[config.mk]
export PLATFORM = sky130hd
export DESIGN_NAME = eth_mac_crc32_stream
export DESIGN_NICKNAME = d
export VERILOG_FILES = /design/src/rtl/eth_crc_pkg.sv /design/src/rtl/eth_crc32_byte_step.sv /design/src/rtl/eth_mac_crc32_stream.sv
export SDC_FILE = /design/constraint.sdc
export NUM_CORES = 1
export LEC_CHECK = 0
export CORE_MARGIN = 3
export CORE_UTILIZATION = 65
export DETAILED_ROUTE_END_ITERATION = 8
export DONT_BUFFER_PORTS = 1
export PLACE_DENSITY = 0.81
export SLEW_MARGIN = 20
export SYNTH_ARGS = -nofsm -noshare
export SYNTH_HDL_FRONTEND = slang
export SYNTH_SLANG_ARGS = --single-unit
[constraint.sdc]
create_clock -name clk -period 6.4 [get_ports clk]
set_clock_uncertainty 0.05 [all_clocks]
set_input_delay 0.32 -clock clk [delete_from_list [all_inputs] [get_ports clk]]
set_output_delay 0.32 -clock clk [all_outputs]
set_load 0.01 [all_outputs]
[src/rtl/eth_crc_pkg.sv]
// Shared constants and types for the streaming Ethernet CRC-32 engine.
// Latency: n/a (constants, types and a constant helper function only).
// Backpressure: n/a.
package eth_crc_pkg;

    localparam logic [31:0] CRC32_POLY        = 32'h04C11DB7;
    localparam logic [31:0] CRC32_INIT        = 32'hFFFFFFFF;
    // Complemented register value left after a frame that includes a good FCS.
    localparam logic [31:0] CRC32_RESIDUE_OUT = 32'h2144DF1C;

    typedef enum logic {
        ST_ACC,
        ST_RES
    } state_t;

    // Bit-reverse a 32-bit word. The reflected LFSR shifts toward bit 0,
    // so it needs the polynomial in reversed bit order.
    function automatic logic [31:0] reflect32(input logic [31:0] v);
        logic [31:0] r;
        for (int i = 0; i < 32; i++) begin
            r[i] = v[31-i];
        end
        return r;
    endfunction

    localparam logic [31:0] CRC32_POLY_REFL = reflect32(CRC32_POLY);

endpackage

[src/rtl/eth_crc32_byte_step.sv]
// Folds one byte into a reflected CRC-32 register (bit 0 of the byte first).
// Latency: purely combinational, no cycles.
// Backpressure: none; this is a pure function of its inputs.
// Ports: crc_in (register before the byte), data (byte), crc_out (register after).
module eth_crc32_byte_step
    import eth_crc_pkg::*;
(
    input  logic [31:0] crc_in,
    input  logic [7:0]  data,
    output logic [31:0] crc_out
);

    logic [31:0] c;

    always_comb begin
        c = crc_in ^ {24'h000000, data};
        for (int b = 0; b < 8; b++) begin
            c = c[0] ? ((c >> 1) ^ CRC32_POLY_REFL) : (c >> 1);
        end
        crc_out = c;
    end

endmodule

[src/rtl/eth_mac_crc32_stream.sv]
// Multi-byte-per-beat IEEE 802.3 CRC-32 engine with a per-frame result port.
// Latency: res_valid rises the cycle after the s_last beat transfers.
// Backpressure: s_ready drops while a result is held; one frame per beats+1 cycles.
// Ports: s_* input beat stream (valid/ready, data, keep, last); crc_clear aborts
//        the frame in progress; res_* result handshake with FCS, FCS-check
//        verdict and a sticky byte-enable protocol error flag.
module eth_mac_crc32_stream
    import eth_crc_pkg::*;
#(
    parameter int          DATA_BYTES = 4,
    parameter logic [31:0] INIT       = CRC32_INIT
) (
    input  logic                    clk,
    input  logic                    rst_n,
    input  logic                    s_valid,
    output logic                    s_ready,
    input  logic [8*DATA_BYTES-1:0] s_data,
    input  logic [DATA_BYTES-1:0]   s_keep,
    input  logic                    s_last,
    input  logic                    crc_clear,
    output logic                    res_valid,
    input  logic                    res_ready,
    output logic [31:0]             res_crc,
    output logic                    res_ok,
    output logic                    res_keep_err
);

    state_t                state_q, state_d;
    logic [31:0]           crc_q;
    logic                  keep_err_q;
    logic [31:0]           res_crc_q;
    logic                  res_keep_err_q;
    logic                  ready_en_q;
    logic [DATA_BYTES-1:0] keep_eff;
    logic [31:0]           crc_next;
    logic                  viol;
    logic                  xfer;

    // Only the run of ones starting at bit 0 is honoured; anything above the
    // first zero is ignored and flagged as a violation.
    always_comb begin
        keep_eff    = '0;
        keep_eff[0] = s_keep[0];
        for (int i = 1; i < DATA_BYTES; i++) begin
            keep_eff[i] = keep_eff[i-1] & s_keep[i];
        end
    end

    assign viol = (keep_eff != s_keep) || (!s_last && (keep_eff != {DATA_BYTES{1'b1}}));

    // Byte-serial chain: each stage either folds its byte or passes through.
    for (genvar i = 0; i < DATA_BYTES; i++) begin : g_step
        logic [31:0] c_in;
        logic [31:0] stepped;
        logic [31:0] c_out;

        if (i == 0) begin : g_first
            assign c_in = crc_q;
        end else begin : g_next
            assign c_in = g_step[i-1].c_out;
        end

        eth_crc32_byte_step u_step (
            .crc_in  (c_in),
            .data    (s_data[8*i +: 8]),
            .crc_out (stepped)
        );

        assign c_out = keep_eff[i] ? stepped : c_in;
    end

    assign crc_next = g_step[DATA_BYTES-1].c_out;

    // ready_en_q holds s_ready low through reset and for the first cycle after.
    assign s_ready      = ready_en_q && (state_q == ST_ACC);
    // A beat presented alongside crc_clear is dropped.
    assign xfer         = s_valid && s_ready && !crc_clear;
    assign res_valid    = (state_q == ST_RES);
    assign res_crc      = res_crc_q;
    assign res_keep_err = res_keep_err_q;
    assign res_ok       = (res_crc_q == CRC32_RESIDUE_OUT);

    always_ff @(posedge clk or negedge rst_n) begin
        if (!rst_n) begin
            state_q <= ST_ACC;
        end else begin
            state_q <= state_d;
        end
    end

    always_comb begin
        state_d = state_q;
        case (state_q)
            ST_ACC: if (xfer && s_last) state_d = ST_RES;
            ST_RES: if (res_ready)      state_d = ST_ACC;
            default:                    state_d = ST_ACC;
        endcase
    end

    always_ff @(posedge clk or negedge rst_n) begin
        if (!rst_n) begin
            crc_q          <= INIT;
            keep_err_q     <= 1'b0;
            res_crc_q      <= 32'h0;
            res_keep_err_q <= 1'b0;
            ready_en_q     <= 1'b0;
        end else begin
            ready_en_q <= 1'b1;
            if (state_q == ST_ACC) begin
                if (crc_clear) begin
                    crc_q      <= INIT;
                    keep_err_q <= 1'b0;
                end else if (xfer) begin
                    if (s_last) begin
                        res_crc_q      <= ~crc_next;
                        res_keep_err_q <= keep_err_q | viol;
                        crc_q          <= INIT;
                        keep_err_q     <= 1'b0;
                    end else begin
                        crc_q      <= crc_next;
                        keep_err_q <= keep_err_q | viol;
                    end
                end
            end
        end
    end

endmodule

==> metrics, run 1 <==
number of global-route vias before repair=6509; Post-Synth Simple-Gate Area=13.9%; row count=40; largest net degree at the start of global routing=69; synthesized area=8250 um2; clock sinks=68; FFs w/ async S/R, synth=100%; leak pwr=3.59 nW; multiplexer share of the synthesized area=10.1%; Worst VDD drop=0.454 mV; Slew headroom=47.2%; antenna-violating nets left=0; routed via count=6740; Post-Synth XOR/XNOR Area=39.6%; crit share post-route=93.5%; final count of negative-setup-slack endpoints=0; Total Wirelength=26.0 mm; critical path's largest stage delay=590 ps; fmax=0.167 GHz; dominant combinational cell family by area after synthesis=XOR/XNOR gates; yosys warns=0; drt first pass iters=5; cell area after layout=8810 um2; initial core utilization=67.5%; crit-path most repeated cell=xnor3_1; Die W=119 um; GRT overflow=0; # IOs=78; worst r2r dst=crc_q[23]; final hold vios=0; htree depth=3; CTS tree=done; Final Max Slew Viols=0; area share of fa/ha/maj cells after synthesis=0%; Hold Crit Depth=1; gr usage total=36.7%; unrepaired setup endpoints after global routing=false; TNS Setup=0 ps; FF-to-FF path depth=17; Iter 0 DRT Violations=601; initial antenna violation count=0; Avg Cell Area, Syn=9.59 um2; PwrDens=537 nW/um2; CP Cell Sequence=xor2_1, xnor3_1, mux2i_1, or2_4, xnor2_1, xnor3_1, a22o_4, xor2_2, buf_4, xnor3_1, o21ai_1, xor2_2, xnor3_1, xor2_1, and2_1, nor3_1, o32a_1; MaxCap Viol Count=0; Max Root-Sink Buffers=2; Synth area leader=xnor2_1; number of library cell types mapped by synthesis=75; Post-synth top flop=dfrtp_1; Startpoint Class=register; post-synth net total=902; HPWL after DPL=20.1 mm; Clock Latency Late Sink=330 ps; number of port buffers=0; sequential area share after synthesis=21.1%; Buf+Inv Stages, Crit Path=1; Crit path max-delay family=XOR/XNOR gates; flops & latches, synth=68; Tmin final=5980 ps; Area Growth Syn to Fin=6.84%; Reg clk slew, reported paths=60 ps; slowest CP cell=dfstp_2; Root Buffer=clkbuf_16; Crit path required time=6590 ps; Critical Path AT=6180 ps; setup repair bufs after CTS=0; global-route wire length before repair=39.3 mm; Setup crit end kind=register; Core Util, Final=72.2%; die height=119 um; worst flop-to-flop path startpoint=crc_q[1]; DRC viols=0; GPL Wtd Cong=0.943; layout cells sized above 1=17.7%; Post-synth EDFFs=0; die area=14100 um2; Critical path origin=crc_q[1]; total core area=12200 um2; Synth area leaders=xnor2_1, dfrtp_1, dfstp_2; Compound-Gate Fraction of Synth Area=12.7%; Worst Hold Path EP=res_valid; Hold Startpoint=res_ready; flop2flop setup slack=420 ps; Yosys top cell area share=16.7%; status=completed; CTS Buf Count=9; Area after DPL=8470 um2; DR WL/cell=25.3 um; Crit Path Class=reg2reg; nets@finish=895; vias per cell=6.56; CP max FO=7; Slew @ Worst Pin=787 ps; cell count after synthesis=860; hold crit path type=in2reg
==> timing repair <==
item | CTS | global route
endpoints found under the setup margin | 0 | 2
hold buffers | 2 | 0
resized for setup | 0 | 1
endpoints found under the hold margin | 68 | 0
==> flip-flops by register name, summed over array words and instances (netlist names) <==
signal,flops
res_crc,32
keep_err_q,1
crc_q,32
res_keep_err,1
res_valid,1
ready_en_q,1
==> synthesized netlist by cell type, types with 3 or more instances <==
cell type	number
a2111o_1	3
a2111oi_4	3
a211oi_1	6
a21oi_1	66
and2_1	3
and3_1	4
buf_1	7
buf_2	5
buf_4	3
clkbuf_1	28
dfrtp_1	36
dfstp_2	32
inv_1	6
mux2_2	31
mux2i_1	44
nand2_1	53
nand2b_1	9
nand3_1	12
nand4_1	4
nor2_1	88
nor2b_1	4
nor3_1	16
nor3b_1	5
nor4_1	5
nor4_4	3
nor4b_1	5
o2111ai_1	3
o21a_1	4
o21ai_0	32
o21ai_1	6
o22ai_1	3
o31ai_1	6
o32a_1	5
or3_1	3
xnor2_1	157
xnor2_2	7
xnor2_4	8
xnor3_1	29
xor2_1	56
xor2_2	6
xor3_1	10
==> worst reg2reg max path, stage by stage (launching register included) <==
cell and delay [ps]:
dfstp_2 590, xor2_1 320, xnor3_1 520, mux2i_1 190, or2_4 340, xnor2_1 240, xnor3_1 440, a22o_4 270
xor2_2 260, buf_4 230, xnor3_1 450, o21ai_1 290, xor2_2 310, xnor3_1 420, xor2_1 350, and2_1 190
nor3_1 60, o32a_1 380
==> metrics by stage <==
| stage | power, mW | setup slack (ps) | instances | hold WS, ps |
|---|---|---|---|---|
| 6_report | 4.74 | 418 | 1027 | 41.5 |
| 5_1_grt | 4.97 | 130 | 1026 | 57.9 |
| 3_5_place_dp | 4.11 | 431 | 1008 | -24.2 |
| 3_3_place_gp | 4.06 | 546 | 1008 | -24.0 |
| 4_1_cts | 4.66 | 336 | 1026 | 33.9 |
| 2_1_floorplan | 3.37 | 832 | 860 | -25.6 |
==> worst max path at each step <==
stage	cells past startpoint	end	slack, ps
global placement	16	res_crc[18]	550
global route	17	res_crc[20]	130
CTS	17	crc_q[23]	340
finish	17	crc_q[23]	420
floorplan	17	res_crc[18]	830
detailed placement	17	crc_q[23]	430
==> cell type report <==
| cell class | instances | area (um2) |
|---|---|---|
| multi-input cells | 743 | 6330 |
| fillers | 938 | 3400 |
| flip-flops and latches | 68 | 1740 |
| clock buffers | 12 | 246 |
| repair buffers | 25 | 210 |
| well taps | 168 | 210 |
| clock inverters | 4 | 50.0 |
| inverters | 6 | 22.5 |
| diodes | 1 | 2.50 |
==> layer usage <==
| layer | global-route usage [%] | part of all wire [%] | vias to the layer above |
|---|---|---|---|
| met5 | 0 | 0 | - |
| met4 | 15.8 | 4.4 | 0 |
| met3 | 7.66 | 9.5 | 53 |
| met2 | 58.2 | 47 | 396 |
| met1 | 48.9 | 40 | 3302 |
| li1 | - | - | 2989 |
==> report_power, final <==
group,switching [mW],internal (mW)
logic,1.88,1.63
registers,0.186,0.556
clock network,0.181,0.312
total,2.24,2.49
==> cell usage in the layout, fill, tap and decap left out, types with 16 or more instances in the layout <==
cell / Yosys / final
a21oi_1: 66 / 66
buf_4: 3 / 23
dfrtp_1: 36 / 36
dfstp_2: 32 / 32
mux2_2: 31 / 31
mux2i_1: 44 / 44
nand2_1: 53 / 53
nor2_1: 88 / 86
nor3_1: 16 / 16
o21ai_0: 32 / 32
xnor2_1: 157 / 157
xnor3_1: 29 / 29
xor2_1: 56 / 56
==> kinds of logic (layout without fill, tap and decap cells) <==
kind of cell,after synthesis,in the layout
AO/OA/AOI/OAI,159,159
multiplexers,77,77
XOR/XNOR,276,276
buffers and inverters,49,47
other,1,2
AND/OR/NAND/NOR,230,230
flip-flops,68,68
Note: power is estimated with default switching activity, not from simulation.
==> run 2: changes to the inputs <==
--- a/config.mk
+++ b/config.mk
@@ -13,4 +13,5 @@
 export SLEW_MARGIN = 20
 export SYNTH_ARGS = -nofsm -noshare
 export SYNTH_HDL_FRONTEND = slang
+export SYNTH_HIERARCHICAL = 1
 export SYNTH_SLANG_ARGS = --single-unit
==> metrics, run 2 <==
Worst VDD drop=0.399 mV (was 0.454 mV); GPL Wtd Cong=1.01 (was 0.943); Crit Path Class=reg2reg (unchanged); unrepaired setup endpoints after global routing=false (unchanged); total core area=14000 um2 (was 12200 um2); flop2flop setup slack=220 ps (was 420 ps); Fillers=1032 (was 938); cell count after synthesis=905 (was 860); CP max FO=7 (unchanged); die area=16000 um2 (was 14100 um2); Final Max Slew Viols=0 (unchanged); Buf+Inv Stages, Crit Path=3 (was 1); largest net degree at the start of global routing=104 (was 69); worst r2r dst=crc_q[25] (was crc_q[23]); Clock Latency Late Sink=340 ps (was 330 ps); Tmin final=6180 ps (was 5980 ps); commonest cells after routing, fill and taps aside=nand2_1, xnor2_1, o21ai_0 (was xnor2_1, nor2_1, a21oi_1); global-route wire length before repair=46.6 mm (was 39.3 mm); Area after DPL=9720 um2 (was 8470 um2); routed via count=7774 (was 6740); number of library cell types mapped by synthesis=53 (was 75); final count of negative-setup-slack endpoints=0 (unchanged); most frequent cell after synthesis=xnor2_1 (unchanged); cell area after layout=10100 um2 (was 8810 um2); Multi-input gate area=7360 um2 (was 6330 um2); HPWL after DPL=22.9 mm (was 20.1 mm); number of global-route vias before repair=7691 (was 6509); fmax=0.162 GHz (was 0.167 GHz); worst flop-to-flop path startpoint=crc_q[5] (was crc_q[1]); initial antenna violation count=0 (unchanged); MaxCap Viol Count=0 (unchanged); DR WL/cell=28.4 um (was 25.3 um); sequential area share after synthesis=18.5% (was 21.1%); Reg clk slew, reported paths=60 ps (about the same); nets@finish=950 (was 895); Startpoint Class=register (unchanged); CTS Buf Count=9 (unchanged); crit share post-route=96.6% (was 93.5%); flops & latches, synth=68 (unchanged); number of port buffers=0 (unchanged); Max Root-Sink Buffers=2 (unchanged); Die W=126 um (was 119 um); final hold vios=0 (unchanged); critical path's largest stage delay=630 ps (was 590 ps); ant diodes=0 (was 1); Total Wirelength=31.0 mm (was 26.0 mm); GRT overflow=0 (unchanged); Crit path required time=6620 ps (was 6590 ps); Worst Hold Path EP=res_valid (unchanged); setup repair bufs after CTS=0 (unchanged); Post-synth EDFFs=0 (unchanged); Root Buffer=clkbuf_16 (unchanged); CP Cell Sequence=xnor2_4, xnor3_2, xnor2_2, nand2_1, nand2_1, xnor2_2, buf_4, xnor2_1, xnor2_1, mux2i_1, o21ai_2, buf_4, xnor2_4, xnor3_2, xnor2_1, mux2_2, xnor2_4, xnor2_2, buf_4, xnor3_1, mux2i_1, nand2_1, o221a_2 (was xor2_1, xnor3_1, mux2i_1, or2_4, xnor2_1, xnor3_1, a22o_4, xor2_2, buf_4, xnor3_1, o21ai_1, xor2_2, xnor3_1, xor2_1, and2_1, nor3_1, o32a_1); Critical Path AT=6400 ps (was 6180 ps); post-synth net total=947 (was 902); Crit path max-delay family=XOR/XNOR gates (unchanged); # IOs=78 (unchanged); hold crit path type=in2reg (unchanged); clock sinks=68 (unchanged); Setup crit end kind=register (unchanged); Avg Cell Area, Syn=10.4 um2 (was 9.59 um2); vias per cell=7.11 (was 6.56); CTS tree=done (unchanged); FFs w/ async S/R, synth=100% (unchanged); top post-synthesis cells by count=xnor2_1, nand2_1, o21ai_0 (was xnor2_1, nor2_1, a21oi_1); antenna-violating nets left=0 (unchanged); Slew headroom=31.0% (was 47.2%); yosys warns=6 (was 0); Iter 0 DRT Violations=1258 (was 601); Hold Crit Depth=1 (unchanged); gr usage total=38.4% (was 36.7%); Yosys top cell area share=10.5% (was 16.7%); Post-synth top flop=dfrtp_1 (unchanged); FF-to-FF path depth=23 (was 17); Synth area leaders=xnor3_1, dfrtp_1, dfstp_2 (was xnor2_1, dfrtp_1, dfstp_2); row count=43 (was 40); DRC viols=0 (unchanged); leak pwr=4.37 nW (was 3.59 nW); Hold Startpoint=res_ready (unchanged); die height=126 um (was 119 um); Synth area leader=xnor3_1 (was xnor2_1); slowest CP cell=dfstp_2 (unchanged); PwrDens=475 nW/um2 (was 537 nW/um2); Register Area=1740 um2 (unchanged); synthesized area=9410 um2 (was 8250 um2); Slew @ Worst Pin=1040 ps (was 787 ps); htree depth=3 (unchanged); layout cells sized above 1=25.2% (was 17.7%); Area Growth Syn to Fin=7.38% (was 6.84%); status=completed (unchanged); final worst slack=219 ps (was 418 ps); drt first pass iters=6 (was 5); initial core utilization=67.0% (was 67.5%); DP Worst Slack=-10.4 ps (was 431 ps)
## run 2: worst register-to-register path: cells and delay by family, from the launching register on
| family | cells | cell delay [ps] |
|---|---|---|
| AND/OR/NAND/NOR | 3 | 310 |
| multiplexers | 3 | 610 |
| XOR/XNOR | 12 | 3240 |
| AO/OA/AOI/OAI | 2 | 630 |
| buffers and inverters | 3 | 620 |
| flip-flops | 1 | 630 |
## run 2: layout make-up
class / instances / share of cell area [%]
Sequential cell: 68 / 17.2
Multi-Input combinational cell: 765 / 72.9
Tap cell: 180 / 2.23
Timing Repair Buffer: 56 / 4.39
Inverter: 8 / 0.297
Clock buffer: 9 / 2.23
Clock inverter: 7 / 0.731
## run 2: worst max path at each step
stage                         from        end  slack, ps  cells past startpoint
final                     crc_q[5]  crc_q[25]        220                     23
after global routing      crc_q[2]  crc_q[25]         10                     23
after CTS                 crc_q[1]  crc_q[26]         80                     23
after detailed placement  crc_q[1]  crc_q[26]        -10                     23
after floorplan           crc_q[3]  crc_q[19]        460                     20
after global placement    crc_q[1]  crc_q[25]         30                     23
## run 2: what timing repair did
item,in CTS,in global routing
hold buffers,2,0
gates resized for setup,1,8
endpoints found under the hold margin,68,0
setup endpoints to repair,2,34
pin swaps,0,1
## run 2: per-layer routing
layer | global-route usage [%] | share of wire [%]
met5 | 0 | 0
met4 | 16.4 | 4.6
met3 | 11.1 | 12
met2 | 58.4 | 45
met1 | 51.7 | 39
## run 2: report_power, final
part	total, mW	internal (mW)	leakage [nW]	switching, mW
combinational	3.63	1.89	3.47	1.74
clock	0.515	0.304	0.146	0.211
sequential	0.654	0.520	0.750	0.134
## run 2: cells by family after synthesis
logic type	synth area share [%]
xor gates and xnor gates	40.0
AOI/OAI and AO/OA	16.3
and+or+nand+nor	10.7
muxes	10.8
buffers and inverters	3.72
DFF	18.5
other	0.0399
## run 2: per-stage QoR
stage	cells	utilization [%]	total power [mW]	hold WS (ps)	setup TNS (ps)
CTS	1093	71.7	4.73	40.7	0
detailed placement	1075	69.2	4.18	-24.0	-17.6
global route	1093	71.9	5.02	42.9	0
finish	1093	71.9	4.80	53.7	0
floorplan	905	-	3.28	-25.6	0
global placement	1075	69.2	4.11	-23.7	0
==> run 3: changes to the inputs <==
--- a/config.mk
+++ b/config.mk
@@ -10,6 +10,7 @@
 export DETAILED_ROUTE_END_ITERATION = 8
 export DONT_BUFFER_PORTS = 1
 export PLACE_DENSITY = 0.81
+export REMOVE_ABC_BUFFERS = 1
 export SLEW_MARGIN = 20
 export SYNTH_ARGS = -nofsm -noshare
 export SYNTH_HDL_FRONTEND = slang
==> metrics, run 3 (synthesis gave the netlist of run 2 again) <==
worst flop-to-flop path startpoint=crc_q[1] (was crc_q[5]); flop2flop setup slack=190 ps (was 220 ps); gr usage total=37.6% (was 38.4%); Max Root-Sink Buffers=2 (unchanged); global-route wire length before repair=45.5 mm (was 46.6 mm); leak pwr=4.40 nW (was 4.37 nW); status=completed (unchanged); GRT overflow=0 (unchanged); TNS Setup=0 ps (unchanged); row count=43 (unchanged); slowest CP cell=dfstp_2 (unchanged); CTS tree=done (unchanged); Hold Crit Depth=1 (unchanged); Crit path max-delay family=XOR/XNOR gates (unchanged); final hold vios=0 (unchanged); most common cell after layout, fill and taps aside=nand2_1; Root Buffer=clkbuf_16 (unchanged); clock power share=11.0% (was 10.7%); Startpoint Class=register (unchanged); Reg clk slew, reported paths=60 ps (about the same); total chip power=4.76 mW (was 4.80 mW); Crit path required time=6620 ps (about the same); met2 Usage GRT=59.2% (was 58.4%); final count of negative-setup-slack endpoints=0 (unchanged); initial core utilization=67.0% (unchanged); clock sinks=68 (unchanged); met1 Resource Use GR=48.8% (was 51.7%); number of global-route vias before repair=7463 (was 7691); cell area after layout=10200 um2 (was 10100 um2); sequential share of power=13.7% (was 13.6%); commonest cells after routing, fill and taps aside=nand2_1, xnor2_1, o21ai_0 (unchanged); Critical Path AT=6430 ps (was 6400 ps); CTS Buf Count=9 (unchanged); vias per cell=7.03 (was 7.11); layout cells sized above 1=25.2% (about the same); fmax=0.161 GHz (was 0.162 GHz); initial antenna violation count=0 (unchanged); Logic pwr share=75.3% (was 75.6%); Internal=2.74 mW (was 2.71 mW); antenna-violating nets left=0 (unchanged); CP max FO=7 (unchanged); DRC viols=0 (unchanged); CP Cell Sequence=xnor2_4, xnor3_2, xnor2_2, nand2_1, nand2_1, xnor2_2, buf_4, xnor2_2, xor3_1, mux2i_1, o21ai_1, xnor2_2, buf_4, xor3_2, xnor2_1, mux2_2, xnor2_4, buf_4, xnor2_1, xor3_1, mux2i_1, nand2_1, o221a_2 (was xnor2_4, xnor3_2, xnor2_2, nand2_1, nand2_1, xnor2_2, buf_4, xnor2_1, xnor2_1, mux2i_1, o21ai_2, buf_4, xnor2_4, xnor3_2, xnor2_1, mux2_2, xnor2_4, xnor2_2, buf_4, xnor3_1, mux2i_1, nand2_1, o221a_2); hold_ws=32.0 ps (was 53.7 ps); Hold Startpoint=res_ready (unchanged); Area after DPL=9710 um2 (was 9720 um2); critical path's largest stage delay=590 ps (was 630 ps); routed via count=7696 (was 7774); Buf+Inv Stages, Crit Path=3 (unchanged); Slew @ Worst Pin=1030 ps (was 1040 ps); Multi-input gate area=7420 um2 (was 7360 um2); switching pwr=2.02 mW (was 2.08 mW); Core Util, Final=72.5% (was 71.9%); largest net degree at the start of global routing=104 (unchanged); die height=126 um (unchanged); M3 GR Usage=12.4% (was 11.1%); Fillers=996 (was 1032); Die W=126 um (unchanged); Register Area=1740 um2 (unchanged); htree depth=3 (unchanged); crit share post-route=97.0% (was 96.6%); DR WL/cell=27.9 um (was 28.4 um); Worst VDD drop=0.344 mV (was 0.399 mV); Setup crit end kind=register (unchanged); Tmin final=6210 ps (was 6180 ps); Worst Hold Path EP=res_valid (unchanged); Crit Path Class=reg2reg (unchanged); worst r2r dst=crc_q[20] (was crc_q[25]); ant diodes=0 (unchanged); # IOs=78 (unchanged); FF-to-FF path depth=23 (unchanged); nets@finish=951 (was 950); Total Wirelength=30.5 mm (was 31.0 mm); Most Used Layer, Global Route=met2 (unchanged); Area Growth Syn to Fin=8.27% (was 7.38%); GPL Wtd Cong=0.958 (was 1.01); Final Max Slew Viols=0 (unchanged); Sw Share=42.5% (was 43.4%); total core area=14000 um2 (unchanged); PwrDens=468 nW/um2 (was 475 nW/um2); drt first pass iters=6 (unchanged); crit-path most repeated cell=xnor2_2; number of port buffers=0 (unchanged); Clock Latency Late Sink=340 ps (about the same); die area=16000 um2 (unchanged); HPWL after DPL=22.3 mm (was 22.9 mm); MaxCap Viol Count=0 (unchanged); hold crit path type=in2reg (unchanged); Slew headroom=31.2% (was 31.0%); Iter 0 DRT Violations=1100 (was 1258)
==> run 3: worst register-to-register path: stages, from the launching register on <==
cell and delay [ps]:
dfstp_2 590, xnor2_4 230, xnor3_2 560, xnor2_2 190, nand2_1 80, nand2_1 80, xnor2_2 310, buf_4 220
xnor2_2 150, xor3_1 400, mux2i_1 160, o21ai_1 170, xnor2_2 190, buf_4 170, xor3_2 480, xnor2_1 190
mux2_2 330, xnor2_4 250, buf_4 210, xnor2_1 180, xor3_1 300, mux2i_1 160, nand2_1 140, o221a_2 370
==> run 3: metal layers <==
layer / vias up / share of wire, %
met1: 3792 / 39
met3: 73 / 11
met2: 483 / 46
li1: 3348 / -
met5: - / 0
met4: 0 / 3.6
==> run 3: power groups by stage <==
stage	combinational (mW)	sequential, mW	clock, mW
floorplan	2.63	0.614	0
global placement	3.38	0.654	0
detailed placement	3.45	0.656	0
CTS	3.48	0.651	0.525
global route	3.77	0.660	0.543
finish	3.59	0.653	0.524
==> run 3: repair_timing <==
item	4_1_cts	5_1_grt
pin swaps	0	2
endpoints found under the setup margin	1	27
setup buffers	0	3
hold endpoints to repair	68	0
hold buffers	2	0
resized for setup	1	12
==> run 3: area by class of cell <==
cell class / instances / share of cell area [%]
multi-input combinational: 765 / 72.8
sequential: 68 / 17.1
timing repair buffer: 57 / 4.55
clock buffer: 15 / 2.73
tap: 180 / 2.21
clock inverter: 1 / 0.295
inverter: 8 / 0.295
==> run 3: per-stage QoR <==
step / setup slack, ps / instances
after global placement: 76.5 / 1073
after global routing: -64.4 / 1094
final: 192 / 1094
after floorplan: 405 / 841
after detailed placement: 12.2 / 1073
after CTS: 66.2 / 1091
==> run 3: worst max path at each step <==
| stage | from | to | slack [ps] | depth (start not counted) |
|---|---|---|---|---|
| after floorplan | crc_q[3] | crc_q[19] | 410 | 20 |
| after global placement | crc_q[1] | crc_q[20] | 80 | 23 |
| after detailed placement | crc_q[1] | crc_q[27] | 10 | 23 |
| after CTS | crc_q[3] | crc_q[27] | 70 | 23 |
| after global routing | crc_q[0] | crc_q[21] | -60 | 21 |
| final | crc_q[1] | crc_q[20] | 190 | 23 |
